## src/rtl/add_arbiter_pkg.sv

```systemverilog
// Shared definitions for the round-robin arbitrated adder: FSM states and
// the requester-ID width helper.
package add_arb_pkg;

  typedef enum logic [1:0] {
    IDLE = 2'd0,
    CALC = 2'd1,
    RESP = 2'd2
  } arb_state_t;

  // A single requester still needs a 1-bit ID port
  function automatic int id_width(input int nreq);
    return (nreq > 1) ? $clog2(nreq) : 1;
  endfunction

endpackage

```

## src/rtl/add_arbiter_adder.sv

```systemverilog
// Plain n-bit ripple-carry adder shared by all requesters of add_arbiter.
module n_bit_adder #(
  parameter int n = 8
) (
  input  logic [n-1:0] a,
  input  logic [n-1:0] b,
  input  logic         cin,
  output logic [n-1:0] sum,
  output logic         cout
);

  logic [n:0] carry;

  assign carry[0] = cin;

  for (genvar i = 0; i < n; i++) begin : g_bit
    assign sum[i]       = a[i] ^ b[i] ^ carry[i];
    assign carry[i+1]   = (a[i] & b[i]) | (carry[i] & (a[i] ^ b[i]));
  end

  assign cout = carry[n];

endmodule

```

## src/rtl/add_arbiter.sv

```systemverilog
// Round-robin arbiter sharing one ripple adder among NREQ requesters;
// one operation in flight at a time (IDLE -> CALC -> RESP).
module add_arbiter
  import add_arb_pkg::*;
#(
  parameter int N    = 8,
  parameter int NREQ = 4,
  localparam int ID_W = id_width(NREQ)
) (
  input  logic              clk,
  input  logic              rst_n,
  input  logic [NREQ-1:0]   req_valid,
  output logic [NREQ-1:0]   req_ready,
  input  logic [NREQ*N-1:0] req_a,
  input  logic [NREQ*N-1:0] req_b,
  input  logic [NREQ-1:0]   req_cin,
  output logic              rsp_valid,
  input  logic              rsp_ready,
  output logic [N-1:0]      rsp_sum,
  output logic              rsp_carry,
  output logic [ID_W-1:0]   rsp_id
);

  arb_state_t      state;
  logic [ID_W-1:0] ptr;
  logic [ID_W-1:0] grant_idx;
  logic            grant_any;
  logic [N-1:0]    a_r;
  logic [N-1:0]    b_r;
  logic            cin_r;
  logic [ID_W-1:0] id_r;
  logic [N-1:0]    sum_w;
  logic            cout_w;

  // Scan from the farthest candidate back to ptr so the nearest valid one wins
  always_comb begin
    int cand;
    grant_any = 1'b0;
    grant_idx = '0;
    cand      = 0;
    for (int i = NREQ - 1; i >= 0; i--) begin
      cand = int'(ptr) + i;
      if (cand >= NREQ) cand = cand - NREQ;
      if (req_valid[cand]) begin
        grant_any = 1'b1;
        grant_idx = ID_W'(cand);
      end
    end
  end

  always_comb begin
    req_ready = '0;
    if (rst_n && state == IDLE && grant_any) req_ready[grant_idx] = 1'b1;
  end

  n_bit_adder #(.n(N)) u_adder (
    .a   (a_r),
    .b   (b_r),
    .cin (cin_r),
    .sum (sum_w),
    .cout(cout_w)
  );

  always_ff @(posedge clk or negedge rst_n) begin
    if (!rst_n) begin
      state     <= IDLE;
      ptr       <= '0;
      a_r       <= '0;
      b_r       <= '0;
      cin_r     <= 1'b0;
      id_r      <= '0;
      rsp_valid <= 1'b0;
      rsp_sum   <= '0;
      rsp_carry <= 1'b0;
      rsp_id    <= '0;
    end else begin
      case (state)
        IDLE: begin
          if (grant_any) begin
            a_r   <= req_a[grant_idx*N +: N];
            b_r   <= req_b[grant_idx*N +: N];
            cin_r <= req_cin[grant_idx];
            id_r  <= grant_idx;
            ptr   <= (grant_idx == ID_W'(NREQ - 1)) ? '0 : grant_idx + ID_W'(1);
            state <= CALC;
          end
        end
        CALC: begin
          rsp_sum   <= sum_w;
          rsp_carry <= cout_w;
          rsp_id    <= id_r;
          rsp_valid <= 1'b1;
          state     <= RESP;
        end
        RESP: begin
          if (rsp_ready) begin
            rsp_valid <= 1'b0;
            state     <= IDLE;
          end
        end
        default: state <= IDLE;
      endcase
    end
  end

endmodule

```

## config.mk

```make
export PLATFORM = sky130hd
export DESIGN_NAME = add_arbiter
export DESIGN_NICKNAME = d
export VERILOG_FILES = /design/src/rtl/add_arbiter_pkg.sv /design/src/rtl/add_arbiter_adder.sv /design/src/rtl/add_arbiter.sv
export SDC_FILE = /design/constraint.sdc
export NUM_CORES = 1
export LEC_CHECK = 0
export ABC_AREA = 1
export BUFFER_PORTS_ARGS = -buffer_cell sky130_fd_sc_hd__buf_2
export CAP_MARGIN = 30
export CORE_MARGIN = 2
export CORE_UTILIZATION = 54
export CTS_BUF_LIST = sky130_fd_sc_hd__clkbuf_16
export DETAILED_ROUTE_END_ITERATION = 10
export GPL_TIMING_DRIVEN = 1
export PLACE_DENSITY = 0.86
export SYNTH_ARGS = -nofsm -noshare
export SYNTH_HDL_FRONTEND = slang
export SYNTH_SLANG_ARGS = --single-unit
```

## constraint.sdc

```tcl
create_clock -name clk -period 10.87 [get_ports clk]
set_clock_uncertainty 0.15 [all_clocks]
set_input_delay 0.5435 -clock clk [delete_from_list [all_inputs] [get_ports clk]]
set_output_delay 0.5435 -clock clk [all_outputs]
set_load 0.01 [all_outputs]
```

==> results.py <==
metrics = {
    "status": {
        "status": "complete, no violations",
    },
    "detailed_routing": {
        "vias_per_cell": 4.95,
        "drt-wirelength-per-cell_um": 11.9,
        "drt_first_iter_violations": 174,
        "routed_wirelength_um": 6270,
        "vias": 2601,
        "drcViolationCount": 0,
        "ant_nets": 0,
        "drt_pre_antenna_iters": 5,
    },
    "logic_synthesis": {
        "syn_nets": 473,
        "synthMostInstantiatedCell": "nand2_1",
        "ys_top_cells_by_area": "dfrtp_1 34%, nand2_1 26%, nand3_1 9.5%",
        "synth_top_flop_cell": "dfrtp_1",
        "top_cell_type_by_total_area_after_synthesis": "dfrtp_1",
        "yosysSeqAreaShare_pct": 33.8,
        "synth.avg_cell_area_um2": 6.70,
        "yosysUniqueCellTypes": 27,
        "synth_warnings": 0,
        "netlist_top_cells_count": "176 x nand2_1, 56 x inv_1, 49 x nand3_1",
        "count_of_flip_flops_with_a_built_in_enable_after_synthesis": 0,
        "yosys.area.top_type_share_pct": 33.8,
        "postSynthCellCount": 386,
        "ys_seq_elements": 35,
        "netlist_area_um2": 2590,
        "synth-async-reset-ratio_pct": 100,
    },
    "global_routing": {
        "grt_antenna_before_repair": 0,
        "grtUsageTotal_pct": 25.7,
        "grt_pass1_wl_um": 10900,
        "gr-total-overflow": 0,
        "grt_pass1_vias": 2567,
        "grt_start_max_net_pins": 38,
    },
    "sta": {
        "count_of_endpoints_failing_hold_in_the_final_timing_report": 0,
        "slew_violations": 0,
        "finalCritPeriodShare_pct": 36.0,
        "period_needed_ns": 3.91,
        "fmax_ghz": 0.256,
        "setup_tns_ns": 0,
        "max_slew_margin_pct": 47.2,
        "max_slew.worst_pin.slew_ns": 0.791,
        "report.final.setup_viol": 0,
        "rsz0062_at_grt": "no",
    },
    "layout": {
        "postLayoutCoreUtil_pct": 67.3,
        "fill_cells": 406,
        "antenna_cells_inserted": 0,
        "layout.nets": 557,
        "instances_no_fill": 525,
        "final_design_area_no_fill_um2": 3140,
        "post_route_cells_drive_above_1_share_pct": 25.9,
        "area.growth.synth_to_final_pct": 21.2,
    },
    "critical_path": {
        "setup.worst_path.end_class": "flop",
        "critPathMaxStageDelay_ns": 0.41,
        "timing.critical_path.buf_inv": 3,
        "critical_path_arrival_ns": 3.95,
        "timing.critical_path.slowest_stage_cell": "fa_1",
        "critical_path_peak_fanout": 2,
        "path_class": "reg -> reg",
        "worstPathRequired_ns": 10.91,
        "cpMostUsedCell": "fa_1",
        "critical_path_cell_count": 12,
        "rr_worst_depth": 12,
        "setup.worst_path.start_class": "flop",
        "timing.critical_path.cells": "fa_1 > inv_1 > fa_1 > inv_1 > fa_1 > fa_1 > fa_1 > fa_1 > fa_1 > inv_1 > fa_1 > o21ai_0",
        "cp_top_family": "adder cells",
    },
    "place": {
        "io_buffer_count": 90,
        "dp_hpwl_um": 4520,
        "place.detailed.instances": 517,
        "global_placer_s_final_weighted_congestion": 0.968,
        "postPlaceCellArea_um2": 3000,
    },
    "power": {
        "power.density_nw_per_um2": 348,
        "power.switching_w": 0.000573,
        "combinationalPowerShare_pct": 64.8,
        "pwr-share-clk_pct": 12.2,
        "post-layout-total-power_w": 0.00109,
        "p_int_w": 0.000518,
        "power.leakage_nw": 1.94,
        "irDropWorstVdd_mv": 0.189,
        "power.sequential.fraction_pct": 23.0,
        "power.switching_fraction_pct": 52.5,
    },
    "clock_network": {
        "numClockSinks": 35,
        "postCtsHoldBufs": 0,
        "number_of_buffers_inserted_during_clock_tree_synthesis": 5,
        "clock_tree.htree_level_count": 2,
        "cts_tree": "yes",
        "clock_network_latency_to_the_later_pin_of_the_worst_skew_pair_ns": 0.28,
        "cts_setup_buffers": 0,
        "ctsRootBufferMaster": "clkbuf_16",
        "post_cts_resized": 0,
        "max-clock-path-buffers": 2,
        "clk_transition_reported_paths_ns": 0.05,
    },
    "flow_run": {
        "timing.max_cap.violations": 0,
    },
    "die": {
        "core.rowCount": 25,
        "ios": 91,
        "fp.dieArea_um2": 5360,
        "die-width_um": 73.2,
        "initial_core_util_pct": 55.5,
        "die_y_um": 73.2,
        "core-area_um2": 4660,
    },
    "worst_hold_path": {
        "min-delay-path-class": "in -> async",
    },
}
==> registers in the layout, indices dropped and copies added (netlist names) <==
signal,count
ptr,2
rsp_carry,1
a_r,8
rsp_valid,1
b_r,8
rsp_id,2
state,2
cin_r,1
rsp_sum,8
id_r,2
==> routing by layer <==
metal | routed length, um | GRT usage, %
met1 | 2660 | 30.8
met2 | 3150 | 46.0
met3 | 358 | 4.01
met4 | 99 | 9.88
met5 | 0 | 0
==> cell usage in the layout (no fill, tap or decap), types with 2 or more instances in the layout <==
cell type,n
ha_1,4
dfrtp_1,35
nor2_1,7
o21ai_0,6
inv_2,5
inv_1,57
nand2_2,13
nand3_1,49
nand2_1,176
fa_1,8
clkbuf_16,5
buf_2,90
clkinv_1,2
nor2_2,3
==> cell families after synthesis <==
family | after synthesis | synth area share, %
AO/OA/AOI/OAI | 10 | 2.08
adder cells (fa/ha/maj) | 12 | 8.12
AND/OR/NAND/NOR | 253 | 42.4
flip-flops | 35 | 33.8
buffers and inverters | 76 | 13.5
==> layout make-up <==
class / instances / area (um^2) / area share [%]
tap: 54 / 67.6 / 2.15
clock buffer: 5 / 125 / 3.99
inverter: 63 / 244 / 7.78
multi-input combinational: 275 / 1360 / 43.4
sequential: 35 / 876 / 27.9
timing repair buffer: 90 / 450 / 14.4
clock inverter: 3 / 11.3 / 0.359
==> worst paths after layout <==
check | endpoint | startpoint | slack, ns
worst max-delay path | rsp_sum[7] | a_r[0] | 6.96
worst min-delay path | rsp_sum[2] | rst_n | 0.20
worst max register to register | rsp_sum[7] | a_r[0] | 6.96
worst min register to register | rsp_sum[2] | rsp_sum[2] | 0.32
max in group asynchronous | rsp_sum[0] | rst_n | 9.86
min in group clk | rsp_sum[2] | rsp_sum[2] | 0.32
==> power by group through the flow <==
stage	Combinational [W]	Clock (W)	Sequential, W
floorplan	0.000582	0	0.000248
global placement	0.000675	0	0.000247
detailed placement	0.000704	0	0.000253
CTS	0.000712	0.000134	0.000251
global route	0.000823	0.000139	0.000260
finish	0.000707	0.000133	0.000251
==> per-stage QoR <==
stage          setup slack (ns)  hold slack (ns)
3_3_place_gp               7.04            0.300
2_1_floorplan              7.14           0.0979
6_report                   6.96            0.199
4_1_cts                    6.94            0.227
3_5_place_dp               6.99            0.304
5_1_grt                    6.80            0.278
No activity file was read; power rests on OpenSTA's default activity.
